<file path="src/rtl/cnt_sat_inc.sv">
// Up-counter that sticks at all-ones instead of wrapping.
module cnt_sat_inc #(
  parameter int W = 8
) (
  input  logic         clk,
  input  logic         rst,
  input  logic         inc,
  output logic [W-1:0] q
);

  always_ff @(posedge clk or posedge rst) begin
    if (rst) begin
      q <= '0;
    end else if (inc && (q != '1)) begin
      q <= q + 1'b1;
    end
  end

endmodule

</file>
<file path="config.mk">
export PLATFORM = sky130hd
export DESIGN_NAME = cnt_sat_inc
export DESIGN_NICKNAME = d
export VERILOG_FILES = /design/src/rtl/cnt_sat_inc.sv
export SDC_FILE = /design/constraint.sdc
export NUM_CORES = 1
export LEC_CHECK = 0
export ABC_AREA = 1
export CORE_MARGIN = 1
export CORE_UTILIZATION = 30
export CTS_CLUSTER_DIAMETER = 60
export DETAILED_ROUTE_END_ITERATION = 8
export PLACE_DENSITY = 0.61
export SYNTH_ARGS = -nofsm -noshare
export SYNTH_HDL_FRONTEND = slang
export SYNTH_SLANG_ARGS = --single-unit
</file>
<file path="constraint.sdc">
create_clock -name clk -period 1.66 [get_ports clk]
set_input_delay 0.249 -clock clk [delete_from_list [all_inputs] [get_ports clk]]
set_output_delay 0.249 -clock clk [all_outputs]
set_load 0.02 [all_outputs]
</file>
==> out/qor.txt <==
status: finished, final reports clean
Worst Tran Pin Value: 0.323 ns
cell area after layout: 606 µm²
PortBufs: 10
fin crit period: 1.56 ns
Reg with most FFs: q
top cell family by delay on the critical path: buffers and inverters
CTS root buffer: clkbuf_4
CTS buffer count: 3
RSZ-0062 raised after global routing: no
internal power: 0.479 mW
YS warnings: 0
DRC: 0
Iter 0 DRT Violations: 12
worst-path cell with the longest stage delay: clkdlybuf4s50_1
# clock sinks: 8
Clock Path Buffers: 2
share of layout cells above drive strength 1: 0.147
synthesis-stage register bit count: 8
syn avg cell area: 7.51 µm²
Layout Cells excl Fill: 90
Worst setup EP type: primary output
Clock power frac: 0.197
Initial Util: 0.342
kind of critical path: flop to primary output
std cell rows: 13
sequential area share after synthesis: 0.423
Syn Nets: 67
Mapped Cells: 63
Area Overhead vs Synth: 28.0%
CTS tree: yes
Slew headroom: 0.785
H-tree depth: 1
CTS Hold Bufs: 0
Regs by FF count: q (8)
crit path DAT: 1.31 ns
number of fill cells: 134
post-CTS resize count: 0
core area: 1380 µm²
CP startpoint kind: flop
fin crit share: 0.938
clock skew: 0.00986 ns
Chip Width: 41.7 µm
utilization after layout: 0.438
share of the synthesized area in the top cell type: 0.423
post-detailed-route count of antenna-violating nets: 0
gr usage total: 0.117
slowest stage delay, CP: 0.63 ns
drt total wl: 859 µm
Die Span Y: 41.7 µm
vias in the first global route: 391
Net Switching: 0.296 mW
largest cells by area after synthesis: dfrtp_1 (42%), nand2_1 (17%), inv_1 (7.9%)
PnR worst setup slack: 0.102 ns
Seq pwr share: 0.404
max reg flops: 8
Netlist Area Pre-Place: 473 µm²
clock slew at reported path FFs: 0.06 ns
Switching Fraction: 0.382
Worst Path Required: 1.41 ns
maxcap violations: 0
Place WS: 0.218 ns
worst-case vdd ir drop: 737 µV
via density per instance: 4.73
PD cells: 1280 nW/µm²
CP Buf/Inv Count: 1
DR pass1 iterations: 4
grt ovf: 0
first-pass GRT wire length: 1550 µm
Setup Buffers After CTS: 0
Max FO, Critical Path: 5
clk_lat worst skew: 0.26 ns
antenna violations before repair: 0
Final HPWL DP: 646 µm
fin nets: 81
Final setup viols: 0
die area: 1740 µm²
achievable clock frequency: 642 MHz
Setup TNS Final: 0 ns
largest net degree at the start of global routing: 12
placed insts: 87
Antenna diodes: 0
placed inst area: 583 µm²
Hold Path Class: input pin to asynchronous set/reset pin
WL/cell: 9.54 µm
leakage: 0.292 nW
vias after detailed routing: 426
critical path, cell by cell: clkdlybuf4s50_1
# IOs: 11
logic gate share of total power: 0.399
GPL Wtd Cong: 0.752
Netlist cell types: 16
Max Transition Viols Final: 0
Yosys top cell by area: dfrtp_1
Fin. Hold Viols: 0
## worst paths after layout
path | start | depth (start not counted) | slack (ns) | to
worst min register to register | q[5] | 2 | 0.53 | q[5]
max in group asynchronous | rst | 2 | 1.17 | q[1]
worst max-delay path | q[2] | 1 | 0.10 | q[2]
min in group clk | q[5] | 2 | 0.53 | q[5]
worst min-delay path | rst | 2 | 0.24 | q[7]
worst max register to register | q[0] | 7 | 0.29 | q[2]
## metrics by stage
| step | hold WS [ns] | power, mW |
|---|---|---|
| 6_report | 0.236 | 0.775 |
| 5_1_grt | 0.284 | 0.827 |
| 4_1_cts | 0.257 | 0.783 |
| 3_5_place_dp | 0.522 | 0.628 |
| 3_3_place_gp | 0.515 | 0.630 |
| 2_1_floorplan | 0.0647 | 0.492 |
## power groups by stage
| stage | clock [mW] | combinational (mW) | sequential, mW |
|---|---|---|---|
| floorplan | 0 | 0.119 | 0.373 |
| global placement | 0 | 0.309 | 0.321 |
| detailed placement | 0 | 0.312 | 0.316 |
| CTS | 0.156 | 0.314 | 0.313 |
| global route | 0.162 | 0.343 | 0.322 |
| finish | 0.153 | 0.309 | 0.313 |
## area by class of cell
type | instances | area (µm²) | area share
Sequential cell | 8 | 200 | 0.331
Tap cell | 15 | 18.8 | 0.0310
Clock buffer | 3 | 22.5 | 0.0372
Multi-Input combinational cell | 43 | 219 | 0.362
Timing Repair Buffer | 11 | 108 | 0.178
Inverter | 10 | 37.5 | 0.0620
## worst register-to-register path: stages (launching register included)
cell     delay [ns]
dfrtp_1        0.41
ha_1           0.24
nand2_2        0.09
nor2_2         0.05
nand2_2        0.18
nand2_1        0.15
nand2_1        0.08
o21ai_1        0.06
## cells by family (layout without fill, tap and decap cells)
logic type,count (synthesis),in the layout,synth area share
buffers and inverters,12,24,0.114
AND/OR/NAND/NOR,39,39,0.397
adder cells (fa/ha/maj),1,1,0.0265
XOR/XNOR,1,1,0.0185
AO/OA/AOI/OAI,2,2,0.0211
flip-flops,8,8,0.423
## layer usage
layer / vias to the layer above / share of wire / GRT usage
met4: 0 / 0.010 / 0.0194
met3: 2 / 0.069 / 0.0652
met5: - / 0 / 0
li1: 221 / - / -
met2: 11 / 0.43 / 0.172
met1: 192 / 0.49 / 0.152
## cells in the final DEF, fill, tap and decap left out
master           Yosys  final
xnor2_1              1      1
clkdlybuf4s50_1      0     10
nand2_1             21     21
nor2_1               2      2
nand3_2              2      2
nor2_2               3      3
nand3b_1             1      1
clkbuf_4             0      3
o21ai_0              1      1
o21ai_1              1      1
nand4_1              2      2
ha_1                 1      1
nand2_2              2      2
nand3_1              6      6
buf_4                0      1
dfrtp_1              8      8
inv_1               10     10
## Yosys cell counts
| master | n |
|---|---|
| inv_1 | 10 |
| xnor2_1 | 1 |
| o21ai_0 | 1 |
| nand3_2 | 2 |
| dfrtp_1 | 8 |
| nor2_2 | 3 |
| nor2_1 | 2 |
| nand3_1 | 6 |
| o21ai_1 | 1 |
| ha_1 | 1 |
| buf_6 | 1 |
| nand2_2 | 2 |
| nand3b_1 | 1 |
| buf_2 | 1 |
| nand4_1 | 2 |
| nand2_1 | 21 |
No activity file was read; power rests on OpenSTA's default activity.
